### config.mk
export PLATFORM = sky130hd
export DESIGN_NAME = hamming_decoder
export DESIGN_NICKNAME = d
export VERILOG_FILES = /design/src/rtl/hamming_decoder.sv
export SDC_FILE = /design/constraint.sdc
export NUM_CORES = 1
export LEC_CHECK = 0
export ABC_AREA = 0
export BUFFER_PORTS_ARGS = -buffer_cell sky130_fd_sc_hd__buf_2
export CAP_MARGIN = 40
export CORE_AREA = 2 2 100 92
export CTS_CLUSTER_DIAMETER = 80
export DETAILED_ROUTE_END_ITERATION = 16
export DIE_AREA = 0 0 102 94
export GPL_TIMING_DRIVEN = 1
export SETUP_SLACK_MARGIN = 0.15
export SLEW_MARGIN = 20
export SYNTH_ARGS = -nofsm -noshare
export SYNTH_HDL_FRONTEND = slang
export SYNTH_SLANG_ARGS = --single-unit
### constraint.sdc
create_clock -name clk_i -period 2.5 [get_ports clk_i]
set_clock_uncertainty 0.15 [all_clocks]
set_input_delay 0 -clock clk_i [delete_from_list [all_inputs] [get_ports clk_i]]
set_output_delay 0 -clock clk_i [all_outputs]
set_load 0.01 [all_outputs]
### src/rtl/hamming_decoder.sv
`default_nettype none
// ============================================================================
//  Module      : hamming_decoder
//  Description : Two-stage SEC-DED Hamming decoder with valid/ready handshakes
//                on both sides and saturating corrected/uncorrectable counters.
//  Revision    : 1.0 - initial release
// ============================================================================
module hamming_decoder #(
    parameter int K     = 8,
    parameter int CNT_W = 16,
    // Fixed-point iteration of m = clog2(K+1+m); settles to the smallest m
    // with 2^m >= m+K+1 for every practical K.
    localparam int M    = $clog2(K + 1 + $clog2(K + 1 + $clog2(K + 1))),
    localparam int N    = M + K
) (
    input  logic             clk_i,
    input  logic             rst_i,
    input  logic             valid_i,
    output logic             ready_o,
    input  logic [N:0]       q_i,
    output logic             valid_o,
    input  logic             ready_i,
    output logic [K-1:0]     d_o,
    output logic [M-1:0]     syndrome_o,
    output logic             err_single_o,
    output logic             err_double_o,
    output logic [CNT_W-1:0] corr_cnt_o,
    output logic [CNT_W-1:0] uncorr_cnt_o,
    input  logic             clr_cnt_i
);

    localparam logic [M-1:0]     c_n_syn   = M'(N);
    localparam logic [CNT_W-1:0] c_cnt_max = '1;

    // Hamming position (1..N) of data bit j: the j-th non-power-of-two index.
    function automatic int data_pos(input int j);
        int cnt;
        data_pos = 0;
        cnt      = 0;
        for (int i = 1; i <= N; i++) begin
            if ((i & (i - 1)) != 0) begin
                if (cnt == j) data_pos = i;
                cnt++;
            end
        end
    endfunction

    logic             r_s1_valid;
    logic [K-1:0]     r_s1_data;
    logic [M-1:0]     r_s1_syn;
    logic             r_s1_par;

    logic             r_valid;
    logic [K-1:0]     r_d;
    logic [M-1:0]     r_syn;
    logic             r_err_single;
    logic             r_err_double;
    logic [CNT_W-1:0] r_corr_cnt;
    logic [CNT_W-1:0] r_uncorr_cnt;

    logic             w_s2_load;
    logic             w_s1_load;
    logic             w_out_hs;
    logic [M-1:0]     w_syn_in;
    logic             w_par_in;
    logic [K-1:0]     w_raw_data;
    logic [K-1:0]     w_data;
    logic             w_in_range;
    logic             w_flip;
    logic             w_single;
    logic             w_double;

    assign w_s2_load = !r_valid || ready_i;
    assign w_s1_load = !r_s1_valid || w_s2_load;
    assign w_out_hs  = r_valid && ready_i;
    assign ready_o   = w_s1_load;

    always_comb begin
        w_syn_in = '0;
        for (int i = 1; i <= N; i++) begin
            if (q_i[i]) w_syn_in = w_syn_in ^ M'(i);
        end
    end

    assign w_par_in = ^q_i;

    // A syndrome beyond N cannot name a real bit, so it marks a multi-bit error.
    assign w_in_range = (r_s1_syn <= c_n_syn);
    assign w_flip     = r_s1_par && (r_s1_syn != '0) && w_in_range;
    assign w_single   = r_s1_par && w_in_range;
    assign w_double   = (!r_s1_par && (r_s1_syn != '0)) || (r_s1_par && !w_in_range);

    for (genvar j = 0; j < K; j++) begin : g_extract
        localparam int          c_pos     = data_pos(j);
        localparam logic [M-1:0] c_pos_syn = M'(c_pos);
        assign w_raw_data[j] = q_i[c_pos];
        assign w_data[j]     = r_s1_data[j] ^ (w_flip && (r_s1_syn == c_pos_syn));
    end

    always_ff @(posedge clk_i) begin
        if (rst_i) begin
            r_s1_valid   <= 1'b0;
            r_s1_data    <= '0;
            r_s1_syn     <= '0;
            r_s1_par     <= 1'b0;
            r_valid      <= 1'b0;
            r_d          <= '0;
            r_syn        <= '0;
            r_err_single <= 1'b0;
            r_err_double <= 1'b0;
            r_corr_cnt   <= '0;
            r_uncorr_cnt <= '0;
        end else begin
            if (w_s1_load) begin
                r_s1_valid <= valid_i;
                if (valid_i) begin
                    r_s1_data <= w_raw_data;
                    r_s1_syn  <= w_syn_in;
                    r_s1_par  <= w_par_in;
                end
            end

            if (w_s2_load) begin
                r_valid <= r_s1_valid;
                if (r_s1_valid) begin
                    r_d          <= w_data;
                    r_syn        <= r_s1_syn;
                    r_err_single <= w_single;
                    r_err_double <= w_double;
                end
            end

            // Clear wins over a same-cycle increment.
            if (clr_cnt_i) begin
                r_corr_cnt   <= '0;
                r_uncorr_cnt <= '0;
            end else if (w_out_hs) begin
                if (r_err_single && (r_corr_cnt != c_cnt_max))
                    r_corr_cnt <= r_corr_cnt + CNT_W'(1);
                if (r_err_double && (r_uncorr_cnt != c_cnt_max))
                    r_uncorr_cnt <= r_uncorr_cnt + CNT_W'(1);
            end
        end
    end

    assign valid_o      = r_valid;
    assign d_o          = r_d;
    assign syndrome_o   = r_syn;
    assign err_single_o = r_err_single;
    assign err_double_o = r_err_double;
    assign corr_cnt_o   = r_corr_cnt;
    assign uncorr_cnt_o = r_uncorr_cnt;

endmodule
`default_nettype wire

==> implementation parameters <==
Parameter                              Value

Run status
  Outcome ... finished clean

Power
  Proportion of power drawn by the clock network ... 37.8%
  Total power divided by cell area ... 554 nW/um2
  Maximum VDD drop ... 0.239 mV
  Int Power ... 1540 uW
  Leakage power figure ... 0.00141 uW
  Switching power of the nets ... 527 uW
  Part of the total power dissipated in sequential elements ... 50.6%
  Combinational share of power ... 11.6%
  Switching share of total power ... 25.5%

STA
  Endpoints failing hold ... 0
  Count of final max-slew check failures ... 0
  Post-layout minimum cycle time ... 2.08 ns
  Tightest Pin Transition ... 0.685 ns
  RSZ-0062 raised after global routing ... false
  Final TNS setup ... 0 ns
  Portion of the clock cycle consumed by the worst path in the final layout ... 83.1%
  Maximum frequency from static timing analysis ... 481 MHz
  Remaining max-slew budget at the tightest pin ... 54.3%
  Number of setup violations in the final report ... 0

Clock network
  CTS Sinks ... 61
  Clock buffer count from CTS ... 9
  Clock tree buffer depth ... 2
  Cts repair resizes ... 0
  CTS clock-pin slew for the worst setup and hold paths ... 0.07 ns
  Clock root buffer ... sky130_fd_sc_hd__clkbuf_8
  H-tree depth reported by CTS ... 3
  TritonCTS clock tree ... built
  Post-CTS repair timing setup buffer count ... 0
  Clock network latency to the later pin of the worst-skew pair ... 0.33 ns
  Hold buffers post-CTS ... 19

Global routing
  Vias in the first global route ... 2449
  Maximum number of pins on one net before global-route repair ... 33
  Overall global routing resource usage ... 14.7%
  Overflow after GRT ... 0
  Global-route wire length before repair ... 11.2 mm
  Initial antenna violation count ... 0

Setup path
  Cell Chain, Critical Path ... ha_1 -> nand2_1 -> or4_4 -> o21ai_2 -> mux2i_1 -> nor2_1
  CP max-delay cell ... sky130_fd_sc_hd__or4_4
  Required time worst endpoint ... 2.55 ns
  WP data arrival ... 2.13 ns
  Critical Path Max Stage Delay ... 0.56 ns
  Element type at the critical path start ... register
  Type of the worst setup path ... register to register
  Worst Path Buf+Inv ... 0
  Cell family with most CP delay ... simple AND/OR/NAND/NOR gates
  Critical Path Fanout Max ... 8
  Worst-case reg-to-reg path depth ... 6
  Worst path depth ... 6
  Type of element capturing the critical path ... register

Synth
  Post-synthesis sequential element count ... 61
  Cells after synthesis ... 348
  Cell area after synthesis ... 2930 um2
  Total number of yosys warnings ... 0
  Post-synth top area cell ... sky130_fd_sc_hd__dfxtp_1
  Post-synth net total ... 368
  Mean post-synth cell area ... 8.42 um2
  Sequential fraction of the synthesis area ... 41.7%
  Area share of the largest cell type after synthesis ... 41.7%
  Unique cell type count in the Yosys netlist ... 40
  Dominant cells by area after synthesis ... sky130_fd_sc_hd__dfxtp_1, sky130_fd_sc_hd__xnor2_1, sky130_fd_sc_hd__nor2_1

Route
  Initial DRC count ... 50
  Final routed DRC violation total ... 0
  Average routed wire per standard cell ... 11.9 um
  Vias after detailed routing ... 2613
  Sum of routed wire length over all layers ... 6.64 mm
  Number of search-and-repair iterations in the first detailed-routing pass ... 5
  Vias per cell ... 4.70
  Antenna-violating nets left ... 0

Cells and area
  Layout Cells excl Fill ... 556
  Commonest cells after routing, fill and taps aside ... sky130_fd_sc_hd__buf_2, sky130_fd_sc_hd__dfxtp_1, sky130_fd_sc_hd__nor2_1, sky130_fd_sc_hd__nand2_1, sky130_fd_sc_hd__xnor2_1
  Share of the core filled with cells in the final layout ... 43.9%
  Share of post-route cells with drive strength above 1 ... 21.1%
  Most common cell after layout, fill and taps aside ... sky130_fd_sc_hd__buf_2
  ANT cells ... 0
  Layout Nets ... 452
  Area growth from synthesis to layout ... 27.2%

Die
  Full die area ... 9590 um2
  Chip Width ... 102 um
  Initial standard-cell utilization of the core ... 34.5%
  Number of placement rows ... 32
  CORE AREA ... 8490 um2
  Top Ports ... 66
  Y dimension of the die ... 94 um

Min path
  Worst hold path class ... input port to register
  Cell depth of the worst hold path ... 5

Place
  Placed insts ... 521
  HPWL reported at the end of detailed placement ... 4.78 mm
  Global placement routability congestion ... 0.765
  Count of port buffers added during placement ... 65

Flow run
  Count of maximum capacitance violations ... 0
## synthesized netlist by cell type
| master | n |
|---|---|
| sky130_fd_sc_hd__nor2_1 | 53 |
| sky130_fd_sc_hd__nand3b_1 | 4 |
| sky130_fd_sc_hd__nand2_1 | 41 |
| sky130_fd_sc_hd__nand3_1 | 17 |
| sky130_fd_sc_hd__nor4b_1 | 3 |
| sky130_fd_sc_hd__or4_4 | 1 |
| sky130_fd_sc_hd__dfxtp_1 | 61 |
| sky130_fd_sc_hd__o31ai_1 | 1 |
| sky130_fd_sc_hd__o21ai_2 | 1 |
| sky130_fd_sc_hd__mux2i_1 | 1 |
| sky130_fd_sc_hd__o21ai_0 | 2 |
| sky130_fd_sc_hd__a221oi_1 | 1 |
| sky130_fd_sc_hd__clkbuf_1 | 12 |
| sky130_fd_sc_hd__nor4_1 | 9 |
| sky130_fd_sc_hd__xnor3_1 | 1 |
| sky130_fd_sc_hd__and4_1 | 2 |
| sky130_fd_sc_hd__a311o_1 | 1 |
| sky130_fd_sc_hd__ha_1 | 2 |
| sky130_fd_sc_hd__o21bai_1 | 1 |
| sky130_fd_sc_hd__buf_6 | 1 |
| sky130_fd_sc_hd__o211ai_1 | 3 |
| sky130_fd_sc_hd__nor4_2 | 1 |
| sky130_fd_sc_hd__nand4_2 | 1 |
| sky130_fd_sc_hd__xnor2_1 | 37 |
| sky130_fd_sc_hd__a211oi_1 | 10 |
| sky130_fd_sc_hd__and3_1 | 1 |
| sky130_fd_sc_hd__nor3b_1 | 1 |
| sky130_fd_sc_hd__or2_2 | 2 |
| sky130_fd_sc_hd__a21oi_1 | 20 |
| sky130_fd_sc_hd__or3_1 | 4 |
| sky130_fd_sc_hd__and2_1 | 3 |
| sky130_fd_sc_hd__nand4_1 | 8 |
| sky130_fd_sc_hd__and3_2 | 2 |
| sky130_fd_sc_hd__o21ai_1 | 5 |
| sky130_fd_sc_hd__inv_1 | 3 |
| sky130_fd_sc_hd__nand2b_1 | 3 |
| sky130_fd_sc_hd__xor2_1 | 19 |
| sky130_fd_sc_hd__clkbuf_8 | 1 |
| sky130_fd_sc_hd__nor3_1 | 8 |
| sky130_fd_sc_hd__buf_2 | 1 |
## stage by stage
stage	hold WS, ns	area [um2]	total power, uW	setup WS [ns]
final	0.0519	3730	2060	0.423
after CTS	0.0355	3730	2100	0.419
after global routing	0.0880	3730	2180	0.281
after detailed placement	0.117	3360	1280	0.435
after global placement	0.117	3360	1280	0.508
after floorplan	-0.0205	2930	1220	0.478
## cell type report
cell class / count / area, um2
inverter: 3 / 11.3
timing repair buffer: 88 / 546
tap: 119 / 149
sequential: 61 / 1220
multi-input combinational: 269 / 1620
fill: 906 / 4760
clock inverter: 4 / 22.5
clock buffer: 12 / 155
## cell families (layout without fill, tap and decap cells)
family          count (synthesis)  count (layout)  share of synthesized area (%)
fa+ha+maj                       2               2                          0.854
buf+inv                        18             107                           2.95
simple gates                  164             164                           27.3
flops                          61              61                           41.7
mux                             1               1                          0.342
xor+xnor                       57              57                           17.5
compound gates                 45              45                           9.40
## state kept, by name, summed over array words and instances (netlist names)
name	cells
corr_cnt_o	16
uncorr_cnt_o	16
d_o	8
r_s1_data	8
r_s1_syn	4
syndrome_o	4
err_double_o	1
err_single_o	1
r_s1_par	1
r_s1_valid	1
valid_o	1
## power groups by stage
stage               sequential (uW)  combinational [uW]  clock (uW)
floorplan                      1060                 160           0
global placement               1070                 214           0
detailed placement             1070                 218           0
CTS                            1040                 241         812
global route                   1050                 269         863
finish                         1040                 238         781
## metal layers
layer / track usage, % / vias up / part of all wire, % / wire length, um
met1: 17.9 / 1179 / 48 / 3210
met5: 0 / - / 0 / 0
li1: - / 1370 / - / -
met4: 5.33 / 0 / 1.2 / 81
met3: 4.17 / 9 / 4.4 / 291
met2: 24.6 / 55 / 46 / 3060
## path summary, 6_finish.rpt
check / slack [ns] / from / endpoint
setup / recovery: 0.42 / corr_cnt_o[0] / corr_cnt_o[1]
setup reg to reg: 0.42 / corr_cnt_o[0] / corr_cnt_o[1]
hold reg to reg: 0.30 / syndrome_o[2] / syndrome_o[2]
hold / removal: 0.05 / q_i[2] / r_s1_syn[1]
## worst reg2reg max path: stages, from the launching register on
cell and delay (ns):
sky130_fd_sc_hd__dfxtp_1 0.39, sky130_fd_sc_hd__ha_1 0.24, sky130_fd_sc_hd__nand2_1 0.12, sky130_fd_sc_hd__or4_4 0.56, sky130_fd_sc_hd__o21ai_2 0.22, sky130_fd_sc_hd__mux2i_1 0.21
sky130_fd_sc_hd__nor2_1 0.05
Power figures use the tool's default switching activity.
